## src/rtl/imem_prog_if.sv

```systemverilog
// Fetch/load bus of the loadable instruction memory. The CPU/loader side uses
// the master modport, the memory uses the slave modport.
interface imem_prog_if #(
   parameter int PC_W   = 16,
   parameter int DATA_W = 32
);
   logic              load_en;
   logic [PC_W-1:0]   load_addr;
   logic [DATA_W-1:0] load_data;
   logic              load_done;
   logic              fetch_req;
   logic [PC_W-1:0]   fetch_pc;
   logic              stall;
   logic              flush;
   logic              fetch_ready;
   logic [DATA_W-1:0] instr;
   logic [PC_W-1:0]   instr_pc;
   logic              instr_valid;
   logic              oob;
   logic [PC_W-1:0]   prog_len;
   logic              load_err;
   logic [1:0]        dbg_state;

   // Handshake: a fetch is taken on a rising edge where fetch_req and
   // fetch_ready are both high; instr/instr_pc/oob are valid one cycle later
   // while instr_valid is high. Loads have no handshake and are taken every
   // cycle load_en is high.
   modport master (
      output load_en, load_addr, load_data, load_done,
      output fetch_req, fetch_pc, stall, flush,
      input  fetch_ready, instr, instr_pc, instr_valid, oob,
      input  prog_len, load_err, dbg_state
   );

   modport slave (
      input  load_en, load_addr, load_data, load_done,
      input  fetch_req, fetch_pc, stall, flush,
      output fetch_ready, instr, instr_pc, instr_valid, oob,
      output prog_len, load_err, dbg_state
   );
endinterface

```

## src/rtl/imem_prog.sv

```systemverilog
// Loadable instruction memory: program written through the load port, then
// served as word-indexed fetches with a registered one-cycle read.
module imem_prog #(
   parameter int                PC_W     = 16,
   parameter int                DATA_W   = 32,
   parameter int                DEPTH    = 64,
   parameter logic [DATA_W-1:0] NOP_WORD = '0
) (
   input  logic       clk,
   input  logic       rst,
   imem_prog_if.slave bus
);

   localparam int AW = (DEPTH > 1) ? $clog2(DEPTH) : 1;
   localparam logic [PC_W:0] DEPTH_X = DEPTH[PC_W:0];

   typedef enum logic [1:0] {
      IDLE = 2'd0,
      LOAD = 2'd1,
      RUN  = 2'd2
   } state_t;

   state_t state_q, state_d;

   logic [DATA_W-1:0] mem_q [DEPTH];
   logic [DEPTH-1:0]  written_q;

   logic [DATA_W-1:0] instr_q, instr_d;
   logic [PC_W-1:0]   instr_pc_q, instr_pc_d;
   logic              valid_q, valid_d;
   logic              oob_q, oob_d;
   logic [PC_W-1:0]   prog_len_q, prog_len_d;
   logic              load_err_q, load_err_d;

   logic              load_in_range, load_ok, fetch_in_range, accept, ready;
   logic [AW-1:0]     load_idx, fetch_idx;
   logic [DATA_W-1:0] read_word;

   // Range checks use the full PC width: there is no address wrap.
   assign load_in_range  = ({1'b0, bus.load_addr} < DEPTH_X);
   assign fetch_in_range = ({1'b0, bus.fetch_pc} < DEPTH_X);
   assign load_idx       = bus.load_addr[AW-1:0];
   assign fetch_idx      = bus.fetch_pc[AW-1:0];
   assign load_ok        = bus.load_en & load_in_range;
   assign accept         = bus.fetch_req & ready;
   assign read_word      = (fetch_in_range && written_q[fetch_idx]) ? mem_q[fetch_idx] : NOP_WORD;

   always_ff @(posedge clk or posedge rst) begin
      if (rst) begin
         state_q <= IDLE;
      end else begin
         state_q <= state_d;
      end
   end

   always_comb begin
      state_d = state_q;
      case (state_q)
         IDLE: begin
            if (bus.load_done)    state_d = RUN;
            else if (bus.load_en) state_d = LOAD;
         end
         LOAD:    if (bus.load_done) state_d = RUN;
         RUN:     if (bus.load_en)   state_d = LOAD;
         default: state_d = IDLE;
      endcase
   end

   always_comb begin
      ready         = (state_q == RUN) & ~bus.stall & ~bus.load_en;
      bus.dbg_state = state_q;
   end

   // Array contents are not reset; the written bitmap masks stale words.
   always_ff @(posedge clk) begin
      if (load_ok) begin
         mem_q[load_idx] <= bus.load_data;
      end
   end

   always_ff @(posedge clk or posedge rst) begin
      if (rst) begin
         written_q <= '0;
      end else if (load_ok) begin
         written_q[load_idx] <= 1'b1;
      end
   end

   always_comb begin
      prog_len_d = prog_len_q;
      load_err_d = load_err_q;
      if (load_ok && (bus.load_addr >= prog_len_q)) begin
         prog_len_d = bus.load_addr + 1'b1;
      end
      if (bus.load_en && !load_in_range) begin
         load_err_d = 1'b1;
      end
   end

   // A new fetch beats flush; flush beats stall for instr_valid only.
   always_comb begin
      instr_d    = instr_q;
      instr_pc_d = instr_pc_q;
      oob_d      = oob_q;
      valid_d    = valid_q;
      if (accept) begin
         instr_d    = read_word;
         instr_pc_d = bus.fetch_pc;
         oob_d      = ~fetch_in_range;
         valid_d    = 1'b1;
      end else if (bus.flush || !bus.stall) begin
         valid_d = 1'b0;
      end
      if (bus.load_en && state_q == RUN) begin
         valid_d = 1'b0;
      end
   end

   always_ff @(posedge clk or posedge rst) begin
      if (rst) begin
         instr_q    <= NOP_WORD;
         instr_pc_q <= '0;
         valid_q    <= 1'b0;
         oob_q      <= 1'b0;
         prog_len_q <= '0;
         load_err_q <= 1'b0;
      end else begin
         instr_q    <= instr_d;
         instr_pc_q <= instr_pc_d;
         valid_q    <= valid_d;
         oob_q      <= oob_d;
         prog_len_q <= prog_len_d;
         load_err_q <= load_err_d;
      end
   end

   assign bus.fetch_ready = ready;
   assign bus.instr       = instr_q;
   assign bus.instr_pc    = instr_pc_q;
   assign bus.instr_valid = valid_q;
   assign bus.oob         = oob_q;
   assign bus.prog_len    = prog_len_q;
   assign bus.load_err    = load_err_q;

endmodule

```

## src/flat_wrapper.sv

```systemverilog
// flat-port wrapper written by rule: the top's interface ports become plain ports
module imem_prog_flat 
#(
   parameter int                PC_W     = 16,
   parameter int                DATA_W   = 32,
   parameter int                DEPTH    = 64,
   parameter logic [DATA_W-1:0] NOP_WORD = '0
)
  (clk, rst, bus_load_en, bus_load_addr, bus_load_data, bus_load_done, bus_fetch_req, bus_fetch_pc, bus_stall, bus_flush, bus_fetch_ready, bus_instr, bus_instr_pc, bus_instr_valid, bus_oob, bus_prog_len, bus_load_err, bus_dbg_state);
  imem_prog_if #(.PC_W(PC_W), .DATA_W(DATA_W)) bus_i ();
  input  logic clk;
  input  logic rst;
  input wire logic [$bits(bus_i.load_en)-1:0] bus_load_en;
  input wire logic [$bits(bus_i.load_addr)-1:0] bus_load_addr;
  input wire logic [$bits(bus_i.load_data)-1:0] bus_load_data;
  input wire logic [$bits(bus_i.load_done)-1:0] bus_load_done;
  input wire logic [$bits(bus_i.fetch_req)-1:0] bus_fetch_req;
  input wire logic [$bits(bus_i.fetch_pc)-1:0] bus_fetch_pc;
  input wire logic [$bits(bus_i.stall)-1:0] bus_stall;
  input wire logic [$bits(bus_i.flush)-1:0] bus_flush;
  output wire logic [$bits(bus_i.fetch_ready)-1:0] bus_fetch_ready;
  output wire logic [$bits(bus_i.instr)-1:0] bus_instr;
  output wire logic [$bits(bus_i.instr_pc)-1:0] bus_instr_pc;
  output wire logic [$bits(bus_i.instr_valid)-1:0] bus_instr_valid;
  output wire logic [$bits(bus_i.oob)-1:0] bus_oob;
  output wire logic [$bits(bus_i.prog_len)-1:0] bus_prog_len;
  output wire logic [$bits(bus_i.load_err)-1:0] bus_load_err;
  output wire logic [$bits(bus_i.dbg_state)-1:0] bus_dbg_state;
  assign bus_i.load_en = bus_load_en;
  assign bus_i.load_addr = bus_load_addr;
  assign bus_i.load_data = bus_load_data;
  assign bus_i.load_done = bus_load_done;
  assign bus_i.fetch_req = bus_fetch_req;
  assign bus_i.fetch_pc = bus_fetch_pc;
  assign bus_i.stall = bus_stall;
  assign bus_i.flush = bus_flush;
  assign bus_fetch_ready = bus_i.fetch_ready;
  assign bus_instr = bus_i.instr;
  assign bus_instr_pc = bus_i.instr_pc;
  assign bus_instr_valid = bus_i.instr_valid;
  assign bus_oob = bus_i.oob;
  assign bus_prog_len = bus_i.prog_len;
  assign bus_load_err = bus_i.load_err;
  assign bus_dbg_state = bus_i.dbg_state;
  imem_prog #(.PC_W(PC_W), .DATA_W(DATA_W), .DEPTH(DEPTH), .NOP_WORD(NOP_WORD)) u_core (.clk(clk), .rst(rst), .bus(bus_i));
endmodule
```

## config.mk

```make
export PLATFORM = sky130hd
export DESIGN_NAME = imem_prog_flat
export DESIGN_NICKNAME = d
export VERILOG_FILES = /design/src/rtl/imem_prog_if.sv /design/src/rtl/imem_prog.sv /design/src/flat_wrapper.sv
export SDC_FILE = /design/constraint.sdc
export NUM_CORES = 2
export LEC_CHECK = 0
export ABC_AREA = 1
export CAP_MARGIN = 25
export CORE_ASPECT_RATIO = 0.8
export CORE_MARGIN = 3
export CORE_UTILIZATION = 60
export CTS_CLUSTER_DIAMETER = 50
export DETAILED_ROUTE_END_ITERATION = 7
export GPL_TIMING_DRIVEN = 0
export MAX_ROUTING_LAYER = met4
export PLACE_DENSITY_LB_ADDON = 0.25
export REMOVE_ABC_BUFFERS = 1
export SLEW_MARGIN = 30
export SYNTH_ARGS = -nofsm -noshare
export SYNTH_HDL_FRONTEND = slang
export SYNTH_SLANG_ARGS = --single-unit
```

## constraint.sdc

```tcl
create_clock -name clk -period 5.9 [get_ports clk]
set_input_delay 1.77 -clock clk [delete_from_list [all_inputs] [get_ports clk]]
set_output_delay 1.77 -clock clk [all_outputs]
set_load 0.005 [all_outputs]
```

Word-level counts from Yosys, hierarchy flattened
Memories as Yosys holds them, arrays and structs flattened.
Cells that the tools add are included.

word-level totals
  bits in registers = 133
  bits in latches = 0
  RAM bits = 2048
  memory bits (read-only) = 0
  input bits = 71
  output and inout bits = 70
  word-level logic and storage cells = 51
  memories = 1

memories
  name          words  width  read ports  clocked after memory_dff  wr ports  RTL line         text
  u_core.mem_q  64     32     1           0                         1         imem_prog.sv:25  logic [DATA_W-1:0] mem_q [DEPTH];

cells by class
  $add $sub $neg = 1
  multiply operators = 0
  divide/modulo/power cells = 0
  magnitude comparators = 6
  equality and inequality tests = 3
  shifts and indexed selects = 0
  muxes and demuxes = 14
  bitwise gates (word level) = 8
  reduce and logical (&&, ||, !) cells = 10

operator list
  cell                                                                                  count
  64-bit OR                                                                             1
  16-bit by 7-bit less-than comparator with 1-bit output (second input constant)        2
  32-bit 2-to-1 mux                                                                     1
  16-bit by 1-bit adder with 16-bit output (second input constant)                      1
  16-bit greater-or-equal comparator                                                    1
  6-bit by 7-bit less-than comparator with 1-bit output (second input constant)         2
  1-bit 2-to-1 mux                                                                      7
  1-bit binary-select mux with 6-bit select                                             1
  1-bit demux with 6-bit select                                                         1
  6-bit by 1-bit greater-or-equal comparator with 1-bit output (second input constant)  1
  2-bit 2-to-1 mux                                                                      3
  2-bit one-hot mux with 3 select lines                                                 1
  1-bit logical AND                                                                     5
  1-bit AND                                                                             4
  1-bit inverter                                                                        3
  3-bit nonzero test                                                                    1
  2-bit by 1-bit equality test with 1-bit output (second input constant)                1
  2-bit equality test (second input constant)                                           1
  1-bit zero test                                                                       2
  2-bit zero test                                                                       1
  2-bit inequality test (second input constant)                                         1
  1-bit logical OR                                                                      1

Depth between registers and ports, before layout
  depth after elaboration = 6
  gate-level depth with buffers = 15
  gate-level depth less buffers = 13

Least setup slack after synthesis
OpenSTA, ideal clock, no wires.

  path type = in2reg
  start = in bus_load_addr[11]
  end = mem u_core.mem_q[63][0], enable pin
  setup time = 0.502 ns
  data arrival time = 5.464 ns
  required time = 5.398 ns
  slack = -0.066 ns
  stages = 5
  buffers on the path = 0
  cell sequence = nor4_1 > nand2_1 > nor3_2 > nand2_1 > nor4_1

between the ends
  word-level cells in the longest chain between the ends = 4

RTL lines
  item                                                    RTL line            text
  start, declared                                         flat_wrapper.sv:14  input wire logic [$bits(bus_i.load_addr)-1:0] bus_load_addr;
  16-bit by 7-bit less-than comparator with 1-bit output  imem_prog.sv:40     assign load_in_range = ({1'b0, bus.load_addr} < DEPTH_X);
  1-bit AND                                               imem_prog.sv:44     assign load_ok = bus.load_en & load_in_range;
  1-bit 2-to-1 mux                                        imem_prog.sv:76     if (load_ok) begin
  1-bit 2-to-1 mux (implied by the code)                  imem_prog.sv:77     mem_q[load_idx] <= bus.load_data;
  end, declared                                           imem_prog.sv:25

No other way between the ends.

Worst setup path after layout
  start = in bus_load_en
  end = out bus_fetch_ready

between the ends
  word-level cells in the longest chain between the ends = 2

RTL lines
  item             RTL line            text
  start, declared  flat_wrapper.sv:13  input wire logic [$bits(bus_i.load_en)-1:0] bus_load_en;
  1-bit inverter   imem_prog.sv:70     ready = (state_q == RUN) & ~bus.stall & ~bus.load_en;
  1-bit AND        imem_prog.sv:70
  end, declared    flat_wrapper.sv:21  output wire logic [$bits(bus_i.fetch_ready)-1:0] bus_fetch_ready;

No other way between the ends.

==> results.sh <==
export IMPL_cts_buffers=198
export IMPL_cts_sinks=2181
export IMPL_yosys_register_bits=2181
export IMPL_grt_usage_pct=32.8
export IMPL_dieArea_um2=151000
export IMPL_worstSetupPathType="primary input to output port"
export IMPL_drc_errors=0
export IMPL_min_path_type="flop to flop"
export IMPL_synthArstFlopShare_pct=6.10
export IMPL_relSlewSlack_pct=33.8
export IMPL_die_w_um=434
export IMPL_nFillCells=9156
export IMPL_cp_slowest_cell="clkdlybuf4s50_1"
export IMPL_fin_crit_ns=5.01
export IMPL_synth_main_ff_cell="edfxtp_1"
export IMPL_cts_resized=0
export IMPL_synth_seq_area_share_pct=73.8
export IMPL_grt_ovfl_total=0
export IMPL_cp_slowest_stage_delay_ns=0.55
export IMPL_finalSetupViolations=0
export IMPL_yosysUniqueCellTypes=29
export IMPL_worstPathMaxFanout=4
export IMPL_synth_xor_area_share_pct=0.0499
export IMPL_worstPathCellList="clkdlybuf4s50_1, nor2_1, nand2_1, nor2_1, clkdlybuf4s50_1"
export IMPL_timing_worst_slew_pin_value_ns=0.992
export IMPL_io_buffers=140
export IMPL_cp_required_ns=4.13
export IMPL_reg2reg_from="u_core.bus.dbg_state[0]"
export IMPL_synth_area_um2=87800
export IMPL_h_tree_depth=4
export IMPL_dp_cells=9099
export IMPL_hold_viol_final=0
export IMPL_stdcell_count=9470
export IMPL_holdPathStages=1
export IMPL_drv_cap=0
export IMPL_rrSetupSlack_ns=2.69
export IMPL_synth_edff_count=2048
export IMPL_drt_iter0_drc=8599
export IMPL_core_um2=144000
export IMPL_final_util_pct=70.4
export IMPL_fmax_mhz=200
export IMPL_worst_slack_ns=0.888
export IMPL_drt_wirelength_per_cell_um=25.4
export IMPL_holdBufCountCts=0
export IMPL_slew_violations=0
export IMPL_vias=59400
export IMPL_hold_end="u_core.written_q[31]"
export IMPL_pre_cts_ws_ns=0.362
export IMPL_fp_row_count=124
export IMPL_crit_buf_inv=2
export IMPL_finalCritPeriodShare_pct=85.0
export IMPL_antenna_found_initial=7
export IMPL_end_kind="output port"
export IMPL_status="completed"
export IMPL_clk_latency_ns=0.85
export IMPL_grt_pass1_vias=57400
export IMPL_via_per_inst=6.27
export IMPL_rsz0062_at_grt="false"
export IMPL_clkTransAtPathRegs_ns=0.07
export IMPL_yosys_area_share_simple_pct=22.0
export IMPL_fin_area_um2=101000
export IMPL_ir_worst_vdd_uv=265
export IMPL_antenna_left=0
export IMPL_yosys_area_share_adder_pct=0.242
export IMPL_netlist_instances=7346
export IMPL_post_cts_repair_setup_buffers=0
export IMPL_holdWs_ns=0.474
export IMPL_start_util_pct=60.9
export IMPL_grt_max_degree=163
export IMPL_wl_um=241000
export IMPL_timing_critical_path_max_delay_family="buffers and inverters"
export IMPL_yosysWarnings=0
export IMPL_p_leak_nw=36.3
export IMPL_power_density_nw_per_um2=314
export IMPL_r2r_end="u_core.bus.instr[14]"
export IMPL_grt_pass1_wl_um=356000
export IMPL_layout_commonest_cell="nand2_1"
export IMPL_layout_nets=7497
export IMPL_cts_buffer_depth=3
export IMPL_syn_to_final_growth_pct=15.5
export IMPL_min_from="u_core.written_q[31]"
export IMPL_rr_worst_depth=10
export IMPL_final_cell_mix="2354 x nand2_1, 2048 x edfxtp_1, 1977 x nand3_1"
export IMPL_avgSynthCellArea_um2=12.0
export IMPL_cts_root_buf="clkbuf_16"
export IMPL_drive_gt1_share_pct=8.37
export IMPL_routabilityCongestion=0.853
export IMPL_synth_compound_area_share_pct=0.897
export IMPL_hpwl_um=141000
export IMPL_ioPinCount=141
export IMPL_muxShareOfSynthArea_pct=0.128
export IMPL_cts_tree="done"
export IMPL_die_h_um=348
export IMPL_placed_area_um2=95000
export IMPL_finClkSkew_ns=0.0306
export IMPL_worstPathArrival_ns=3.24
export IMPL_startpoint_type="primary input"
export IMPL_synth_top_family_by_area="simple AND/OR/NAND/NOR gates"
export IMPL_drtPass1Iterations=6
routing by layer:
layer  track usage (%)  vias up  wire length, um
met5                 -        -                0
met4              16.8        0            13400
met3              7.04      652            28200
met2              48.6     3878           110000
met1              43.3    28700            89100
li1                  -    26200                -
worst reg2reg max path: stages (launching register included):
cell     delay [ns]
dfrtp_1        0.42
nor2_1         0.11
nand2_1        0.08
nor2_1         0.22
nand2_4        0.30
buf_16         0.31
nor2_1         0.63
nand3_1        0.57
nand2_1        0.32
nand2_1        0.11
nand2_1        0.10
Yosys cell counts, types with 2 or more instances:
cell,number,share of area [%]
edfxtp_1,2048,70
inv_1,34,0.15
nor4_1,4,0.028
buf_2,338,1.9
mux2_2,10,0.13
inv_2,2,0.0086
clkinv_1,2,0.0086
buf_1,53,0.23
nand2_1,2362,10
nor3_1,5,0.028
buf_4,24,0.21
o21bai_1,64,0.55
ha_1,17,0.24
o21ai_0,30,0.17
xnor2_1,2,0.020
nor2_2,3,0.021
a21oi_1,19,0.11
nand3_1,1984,11
xor2_1,3,0.030
clkbuf_1,71,0.30
nor2_1,123,0.53
o211ai_1,5,0.043
dfrtp_1,133,3.8
o21ai_1,5,0.028
layout make-up:
type / count / area (um2) / share of cell area, %
sequential: 2181 / 64800 / 63.9
multi-input combinational: 4640 / 21100 / 20.8
timing repair buffer: 350 / 6560 / 6.47
clock buffer: 265 / 5490 / 5.41
tap: 1890 / 2360 / 2.33
clock inverter: 103 / 933 / 0.920
inverter: 38 / 183 / 0.180
antenna: 3 / 7.51 / 0.00740
cell families after synthesis:
| kind of cell | count (synthesis) |
|---|---|
| flops | 2181 |
| buf+inv | 525 |
| simple gates | 4485 |
| fa+ha+maj | 17 |
| mux | 10 |
| xor+xnor | 5 |
| compound gates | 123 |
registers in the layout, indices dropped and copies added (netlist names):
register / cells
u_core.bus.prog_len: 16
u_core.bus.dbg_state: 2
u_core.written_q: 64
u_core.bus.instr: 32
u_core.bus.oob: 1
u_core.bus.instr_pc: 16
u_core.bus.load_err: 1
u_core.mem_q: 2048
u_core.bus.instr_valid: 1
worst max path at each step:
stage | startpoint | end | slack, ns | cells after the start
2_1_floorplan | bus_fetch_pc[0] | u_core.bus.instr[0] | -5.42 | 13
3_3_place_gp | bus_fetch_pc[0] | u_core.bus.instr[18] | -156.90 | 12
3_5_place_dp | bus_fetch_pc[0] | u_core.bus.instr[16] | 0.36 | 16
4_1_cts | bus_load_en | bus_fetch_ready | 0.87 | 5
5_1_grt | bus_load_en | bus_fetch_ready | 0.79 | 5
6_report | bus_load_en | bus_fetch_ready | 0.89 | 5
metrics by stage:
| stage | setup TNS [ns] | power [mW] |
|---|---|---|
| final | 0 | 31.9 |
| after global routing | 0 | 32.7 |
| after CTS | 0 | 31.9 |
| after detailed placement | 0 | 19.4 |
| after global placement | -8201.93 | 20.1 |
| after floorplan | -184.66 | 18.3 |
where the power goes:
group / internal (mW) / switching (mW)
clock network: 7.19 / 5.61
logic: 0.629 / 1.45
registers: 17.0 / 0.0338
total: 24.8 / 7.10
Note: power is estimated with default switching activity, not from simulation.
